**config.mk**
```make
export PLATFORM = sky130hd
export DESIGN_NAME = home_inventory_sample_sequencer
export DESIGN_NICKNAME = d
export VERILOG_FILES = /design/src/rtl/home_inventory_pkg.sv /design/src/rtl/home_inventory_ts_counter.sv /design/src/rtl/home_inventory_sample_sequencer.sv
export SDC_FILE = /design/constraint.sdc
export NUM_CORES = 1
export LEC_CHECK = 0
export BUFFER_PORTS_ARGS = -buffer_cell sky130_fd_sc_hd__buf_2
export CAP_MARGIN = 15
export CORE_MARGIN = 2
export CORE_UTILIZATION = 40
export DETAILED_ROUTE_END_ITERATION = 8
export GPL_ROUTABILITY_DRIVEN = 1
export PLACE_DENSITY = 0.7
export SLEW_MARGIN = 40
export SYNTH_ARGS = -nofsm -noshare
export SYNTH_HDL_FRONTEND = slang
export SYNTH_SLANG_ARGS = --single-unit
```
**constraint.sdc**
```tcl
create_clock -name clk -period 8.9 [get_ports clk]
set_clock_uncertainty 0.1 [all_clocks]
set_input_delay 0.445 -clock clk [delete_from_list [all_inputs] [get_ports clk]]
set_output_delay 0.445 -clock clk [all_outputs]
set_load 0.05 [all_outputs]
```
**src/rtl/home_inventory_pkg.sv**
```systemverilog
// Shared types and helpers for the home-inventory sample/event path.
package home_inventory_pkg;

    localparam int unsigned NUM_CH   = 8;
    localparam int unsigned CH_IDX_W = 3;
    localparam int unsigned SAMPLE_W = 32;
    localparam int unsigned TS_W     = 32;

    typedef enum logic {
        ST_IDLE    = 1'b0,
        ST_COLLECT = 1'b1
    } seq_state_t;

    function automatic logic [31:0] sat_inc(input logic [31:0] v);
        return (v == '1) ? v : v + 32'd1;
    endfunction

endpackage

```
**src/rtl/home_inventory_ts_counter.sv**
```systemverilog
// Free-running prescaled timestamp; wraps modulo 2^TS_W.
module home_inventory_ts_counter
    import home_inventory_pkg::*;
#(
    parameter int unsigned      TS_PRESCALE    = 1,
    parameter logic [TS_W-1:0]  TS_RESET_VALUE = '0
) (
    input  logic            clk,
    input  logic            rst,
    output logic [TS_W-1:0] ts
);

    logic [31:0] presc;

    always_ff @(posedge clk) begin
        if (rst) begin
            presc <= '0;
            ts    <= TS_RESET_VALUE;
        end else if (presc == 32'(TS_PRESCALE - 1)) begin
            presc <= '0;
            ts    <= ts + 32'd1;
        end else begin
            presc <= presc + 32'd1;
        end
    end

endmodule

```
**src/rtl/home_inventory_sample_sequencer.sv**
```systemverilog
// Assembles in-order ch0..ch7 ADC words into a timestamped snapshot frame.
module home_inventory_sample_sequencer
    import home_inventory_pkg::*;
#(
    parameter int unsigned      TS_PRESCALE    = 1,
    parameter int unsigned      TIMEOUT_CYCLES = 1024,
    parameter logic [TS_W-1:0]  TS_RESET_VALUE = 32'h0
) (
    input  logic                clk,
    input  logic                rst,
    input  logic                enable,
    input  logic                adc_valid,
    output logic                adc_ready,
    input  logic [2:0]          adc_ch,
    input  logic [31:0]         adc_data,
    output logic                sample_valid,
    output logic [31:0]         ts_now,
    output logic [31:0]         sample_ch0,
    output logic [31:0]         sample_ch1,
    output logic [31:0]         sample_ch2,
    output logic [31:0]         sample_ch3,
    output logic [31:0]         sample_ch4,
    output logic [31:0]         sample_ch5,
    output logic [31:0]         sample_ch6,
    output logic [31:0]         sample_ch7,
    output logic [31:0]         ts_counter,
    output logic [31:0]         frame_count,
    output logic [31:0]         drop_count,
    output logic                busy
);

    seq_state_t            state, state_n;
    logic [CH_IDX_W-1:0]   exp_ch, exp_ch_n;
    logic [31:0]           to_cnt, to_cnt_n;
    logic                  accept, start, store, emit, drop;
    logic [SAMPLE_W-1:0]   shadow  [NUM_CH-1];
    logic [SAMPLE_W-1:0]   samples [NUM_CH];
    logic [TS_W-1:0]       ts_cap;

    home_inventory_ts_counter #(
        .TS_PRESCALE    (TS_PRESCALE),
        .TS_RESET_VALUE (TS_RESET_VALUE)
    ) u_ts (
        .clk (clk),
        .rst (rst),
        .ts  (ts_counter)
    );

    assign adc_ready = enable;
    assign accept    = adc_valid && enable;
    assign busy      = (state == ST_COLLECT);

    always_comb begin
        state_n  = state;
        exp_ch_n = exp_ch;
        to_cnt_n = to_cnt;
        start    = 1'b0;
        store    = 1'b0;
        emit     = 1'b0;
        drop     = 1'b0;
        case (state)
            ST_IDLE: begin
                to_cnt_n = '0;
                if (accept && adc_ch == 3'd0) begin
                    start    = 1'b1;
                    exp_ch_n = 3'd1;
                    state_n  = ST_COLLECT;
                end
            end
            ST_COLLECT: begin
                // Disable abandons silently and takes precedence over timeout.
                if (!enable) begin
                    state_n  = ST_IDLE;
                    to_cnt_n = '0;
                end else if (accept) begin
                    to_cnt_n = '0;
                    if (adc_ch == exp_ch) begin
                        if (exp_ch == 3'd7) begin
                            emit    = 1'b1;
                            state_n = ST_IDLE;
                        end else begin
                            store    = 1'b1;
                            exp_ch_n = exp_ch + 3'd1;
                        end
                    end else begin
                        drop = 1'b1;
                        if (adc_ch == 3'd0) begin
                            start    = 1'b1;
                            exp_ch_n = 3'd1;
                        end else begin
                            state_n = ST_IDLE;
                        end
                    end
                end else if ((TIMEOUT_CYCLES != 0) &&
                             (to_cnt == 32'(TIMEOUT_CYCLES - 1))) begin
                    drop     = 1'b1;
                    state_n  = ST_IDLE;
                    to_cnt_n = '0;
                end else begin
                    to_cnt_n = to_cnt + 32'd1;
                end
            end
            default: state_n = ST_IDLE;
        endcase
    end

    always_ff @(posedge clk) begin
        if (rst) begin
            state        <= ST_IDLE;
            exp_ch       <= '0;
            to_cnt       <= '0;
            ts_cap       <= '0;
            sample_valid <= 1'b0;
            ts_now       <= '0;
            frame_count  <= '0;
            drop_count   <= '0;
            for (int unsigned i = 0; i < NUM_CH - 1; i++) shadow[i] <= '0;
            for (int unsigned i = 0; i < NUM_CH; i++) samples[i] <= '0;
        end else begin
            state        <= state_n;
            exp_ch       <= exp_ch_n;
            to_cnt       <= to_cnt_n;
            sample_valid <= emit;
            if (start) begin
                shadow[0] <= adc_data;
                ts_cap    <= ts_counter;
            end
            for (int unsigned i = 1; i < NUM_CH - 1; i++) begin
                if (store && exp_ch == CH_IDX_W'(i)) shadow[i] <= adc_data;
            end
            // ch7 bypasses the shadow so the frame is published on its handshake edge.
            if (emit) begin
                for (int unsigned i = 0; i < NUM_CH - 1; i++) samples[i] <= shadow[i];
                samples[NUM_CH-1] <= adc_data;
                ts_now            <= ts_cap;
                frame_count       <= sat_inc(frame_count);
            end
            if (drop) drop_count <= sat_inc(drop_count);
        end
    end

    assign sample_ch0 = samples[0];
    assign sample_ch1 = samples[1];
    assign sample_ch2 = samples[2];
    assign sample_ch3 = samples[3];
    assign sample_ch4 = samples[4];
    assign sample_ch5 = samples[5];
    assign sample_ch6 = samples[6];
    assign sample_ch7 = samples[7];

endmodule

```
==> Yosys cells after proc, flatten, opt, wreduce, memory -nomap -nowiden <==
Memory sizes are Yosys's and may differ from the RTL's.
Cells that the tools add are included.
{ "op_classes": {"addsub": 6, "n_eq_ne": 16, "muxes": 78, "bitwise": 18, "n_reduce_logical": 14} }
{ "op_table": {"columns": ["operator", "n"], "rows": [
  ["$mux 32", 18],
  ["$add 32x1->32 const B", 5],
  ["$eq 32x32->1 const B", 2],
  ["$pmux 32 s2", 1],
  ["$mux 1", 50],
  ["$eq 32x10->1 const B", 1],
  ["$logic_not 32->1", 1],
  ["$mux 3", 6],
  ["$or 1x1->1", 15],
  ["$eq 3x3->1 const B", 4],
  ["$logic_and 1x1->1", 8],
  ["$eq 3x2->1 const B", 2],
  ["$pmux 3 s2", 1],
  ["$reduce_and 5->1", 1],
  ["$ne 2x2->1 const B", 2],
  ["$pmux 1 s2", 2],
  ["$reduce_and 2->1", 2],
  ["$add 3x1->3 const B", 1],
  ["$eq 3x1->1 const B", 1],
  ["$eq 3x3->1", 1],
  ["$logic_not 3->1", 1],
  ["$ne 3x1->1 const B", 1],
  ["$ne 3x3->1 const B", 1],
  ["$not 1->1", 3],
  ["other kinds (2)", 2]
]} }
{ "totals": {"regBits": 229, "ramBits": 480, "output_inout_bits": 387, "elab_cells": 144, "memories": 2} }
{ "mem_list": {"columns": ["name", "depth", "word_bits", "read_ports", "rd_clocked_by_memory_dff", "write_ports", "line", "rtl"], "rows": [
  ["samples", 8, 32, 8, 0, 8, "home_inventory_sample_sequencer.sv:37", "logic [SAMPLE_W-1:0] samples [NUM_CH];"],
  ["shadow", 7, 32, 7, 0, 7, "home_inventory_sample_sequencer.sv:36", "logic [SAMPLE_W-1:0] shadow [NUM_CH-1];"]
]} }

==> Longest topological paths before layout <==
{ "logic_depth": {"word_depth": 11, "mapped_depth": 10, "mapped_depth_nobuf": 8} }

==> Modules after synthesis <==
Synthesis repeated with hierarchy kept, for this count alone.
{ "hier_totals": {"hier_cells": 2334, "hier_area_um2": 27651.5} }
{ "modules_own_cells": {"columns": ["mod", "n_inst", "cells_per_inst", "area_per_inst_um2"], "rows": [
  ["home_inventory_sample_sequencer", 1, 1972, 24639.9],
  ["home_inventory_ts_counter", 1, 362, 3011.6]
]} }

==> Worst setup path before layout <==
OpenSTA, ideal clock, no wires.
{ "synth_path": {"path_type": "input-to-reg", "startpoint": "input rst", "endpoint": "memory samples[0][0], enable pin", "setup_time_ns": 0.664, "t_arrival_ns": 7.318, "required_ns": 8.136, "path_slack_ns": 0.818, "stages": 4, "path_cell_list": "clkbuf_1 > clkbuf_1 > clkbuf_1 > nand2b_1"} }
{ "synth_rtl": {"columns": ["item", "line", "rtl"], "rows": [
  ["start: declaration", "home_inventory_sample_sequencer.sv:10", "input logic rst,"],
  ["end: declaration", "home_inventory_sample_sequencer.sv:37", null]
]} }

==> flow_metrics.py <==
metrics = {
    "floorplanning": {
        "die-area_sq_um": 69520,
        "io_pins": 426,
        "start_util": 0.4030,
        "placementRows": 95,
        "die_x_um": 263.7,
        "core-area_sq_um": 66920,
        "die_h_um": 263.7,
    },
    "place": {
        "portBuffers": 425,
        "pre_cts_ws_ps": 4914,
        "gp_congestion": 0.8250,
        "placed_cells": 3433,
        "hpwl_um": 43490,
    },
    "setup_path": {
        "r2r-start": "exp_ch[0]",
        "setup.worst_path.start": "exp_ch[0]",
        "cp_top_family": "simple AND/OR/NAND/NOR gates",
        "critPathMaxFanout": 105,
        "cpPeakStageDelay_ps": 610,
        "crit_path_end_kind": "flop",
        "crit_type": "flop to flop",
        "worstSetupStartpointType": "flop",
        "crit_chain": "ha_1, ha_1, and4_1, nand4_1, buf_4, nor2_4, clkbuf_8, buf_16, and2_1",
        "slowest_stage": "nor2_4",
        "crit_buf_inv": 3,
        "required_ps": 9250,
        "cp_common_cell": "ha_1",
        "crit_arrival_ps": 3870,
    },
    "timing": {
        "finalCritPeriodShare": 0.3950,
        "rsz0062_at_grt": "no",
        "fin_ws_ps": 5384,
        "setup_viol": 0,
        "tns_ps": 0,
        "hold_viol": 0,
        "max_freq_mhz": 284.4,
        "slew_headroom": 0.4501,
        "min_period_ps": 3516,
        "slew_viol_final": 0,
        "worst_slew_pin_slew_ps": 818.0,
    },
    "route": {
        "drtPass1Iterations": 5,
        "drc": 0,
        "drtIter0Drc": 1494,
        "post_drt_via_cell_ratio": 5.096,
        "wl_um": 67470,
        "drtAntennaViolNets": 0,
        "vias": 18170,
        "routedWlPerCell_um": 18.92,
    },
    "global_routing": {
        "grt_use_total": 0.1895,
        "antenna_found_initial": 2,
        "grt_first_pass_wirelength_um": 102700,
        "gr-total-overflow": 0,
        "grt_pass1_vias": 17940,
        "grt_max_degree": 156,
    },
    "logic_synthesis": {
        "syn-num-nets": 2274,
        "ys_async_sr_fraction": 0,
        "synth_edf_count": 480,
        "syn-cell-area_sq_um": 26970,
        "yosysSeqAreaShare": 0.7044,
        "ys_types": 45,
        "synth_warnings": 0,
        "synth_top_area_cell": "edfxtp_1",
        "netlist_instances": 2223,
        "ys.flop_type": "edfxtp_1",
        "synth-seq-cells": 709,
        "synth_area_leaders": "edfxtp_1 53%, dfxtp_1 17%, and2_1 4.6%",
        "syn_area_per_cell_sq_um": 12.13,
        "synth_top_area_share": 0.5344,
    },
    "clock_tree": {
        "cts_tree": "built",
        "cts_setup_buffers": 0,
        "clk_latency_ps": 600,
        "postCtsResizedCells": 0,
        "cts_buffers": 74,
        "hold_buffers": 0,
        "htreeDepth": 3,
        "clk_path_buf_depth": 3,
        "clk_pin_slew_ps": 60,
        "root_buffer": "clkbuf_16",
        "clock_sinks": 709,
    },
    "status": {
        "status": "finished, final reports clean",
    },
    "pwr": {
        "p_clk_frac": 0.427,
        "p_seq_frac": 0.515,
        "p_sw_frac": 0.2343,
        "p_total_mw": 7.105,
        "power_frac_comb": 0.058,
        "internal_power_mw": 5.440,
        "ir_drop_uv": 160.0,
        "power_leakage_nw": 12.15,
        "powerDensity_nw_per_um2": 218.8,
        "power.switching_mw": 1.664,
    },
    "hold_path": {
        "hp-start": "enable",
        "min_path_type": "input port to flop",
    },
    "finish": {
        "syn_to_final_growth_pct": 20.38,
        "drive_gt1_frac": 0.2154,
        "fin_nets": 2688,
        "antenna_cells": 0,
        "finalNonFillerCells": 3566,
    },
    "flow_run": {
        "drv_cap": 0,
    },
}
cells by family after synthesis:
family,Yosys count,synth area share
simple gates,1049,0.1954
flops,709,0.7044
compound gates,186,0.03702
buf+inv,161,0.02292
xor+xnor,102,0.03312
fa+ha+maj,12,0.005567
mux,4,0.001531
path summary, 6_finish.rpt:
kind                     to  cells past startpoint  slack (ps)
max          samples[0][33]                      9        5380
min                    busy                      2         100
max reg2reg  samples[0][33]                      9        5380
min reg2reg       ts_now[4]                      2         350
metal layers:
metal	vias up	wire length (um)	track usage
li1	8525	-	-
met1	8918	27330	0.2330
met2	625	33450	0.3271
met3	99	5130	0.04828
met4	4	1536	0.05900
met5	-	30	0
flip-flops by register name, indices dropped and copies added, names as in the netlist:
name and count:
exp_ch 3, frame_count 32, shadow 224, ts_cap 32, sample_valid 1, u_ts.ts 32, drop_count 32, ts_now 32
u_ts.presc 32, to_cnt 32, busy 1, samples 256
final cells by class:
type | count | area (sq um)
fillers | 5886 | 34450
flip-flops and latches | 709 | 19000
multi-input cells | 1353 | 7455
repair buffers | 443 | 2320
clock buffers | 93 | 2006
well taps | 873 | 1092
clock inverters | 39 | 386.6
inverters | 56 | 210.2
power by group through the flow:
stage | combinational (mW) | clock [mW] | sequential, mW
after floorplan | 0.0786 | 0 | 3.94
after global placement | 0.413 | 0 | 3.73
after detailed placement | 0.419 | 0 | 3.73
after CTS | 0.420 | 3.09 | 3.66
after global routing | 0.434 | 3.23 | 3.66
final | 0.414 | 3.03 | 3.66
metrics by stage:
step                  util  hold WS, ps  instance area, sq um
CTS                 0.4843        59.87                 32410
floorplan                -        329.7                 26970
finish              0.4852        96.91                 32470
global placement    0.4477        342.2                 29960
global route        0.4852        88.01                 32470
detailed placement  0.4486        346.6                 30020
placed cells by master, fill, tap and decap left out, drive strengths merged, types with 2 or more instances in the layout:
cell / Yosys / final
edfxtp: 480 / 480
buf: 11 / 441
nor2: 325 / 325
dfxtp: 229 / 229
and2: 200 / 200
nand2: 194 / 194
a21oi: 119 / 119
clkbuf: 94 / 95
inv: 56 / 61
xor2: 60 / 60
nand3: 56 / 56
nand4: 51 / 51
o21ai: 44 / 44
xnor2: 42 / 42
or3: 42 / 42
nand2b: 39 / 39
nor2b: 33 / 33
nor4: 27 / 27
nor3: 24 / 24
clkinv: 0 / 22
and3: 21 / 21
and4: 17 / 17
or4: 13 / 13
ha: 12 / 12
o31ai: 11 / 11
clkinvlp: 0 / 7
bufinv: 0 / 5
or2: 3 / 3
mux2i: 3 / 3
a31oi: 2 / 2
nand3b: 2 / 2
o21a: 2 / 2
o21ba: 2 / 2
nor4b: 2 / 2
Yosys cell counts (all sizes together) (42+ instances only):
cell    count
a21oi     119
and2      200
clkbuf     94
dfxtp     229
edfxtp    480
inv        56
nand2     194
nand3      56
nand4      51
nor2      325
o21ai      44
or3        42
xnor2      42
xor2       60
Note: power is estimated with default switching activity, not from simulation.
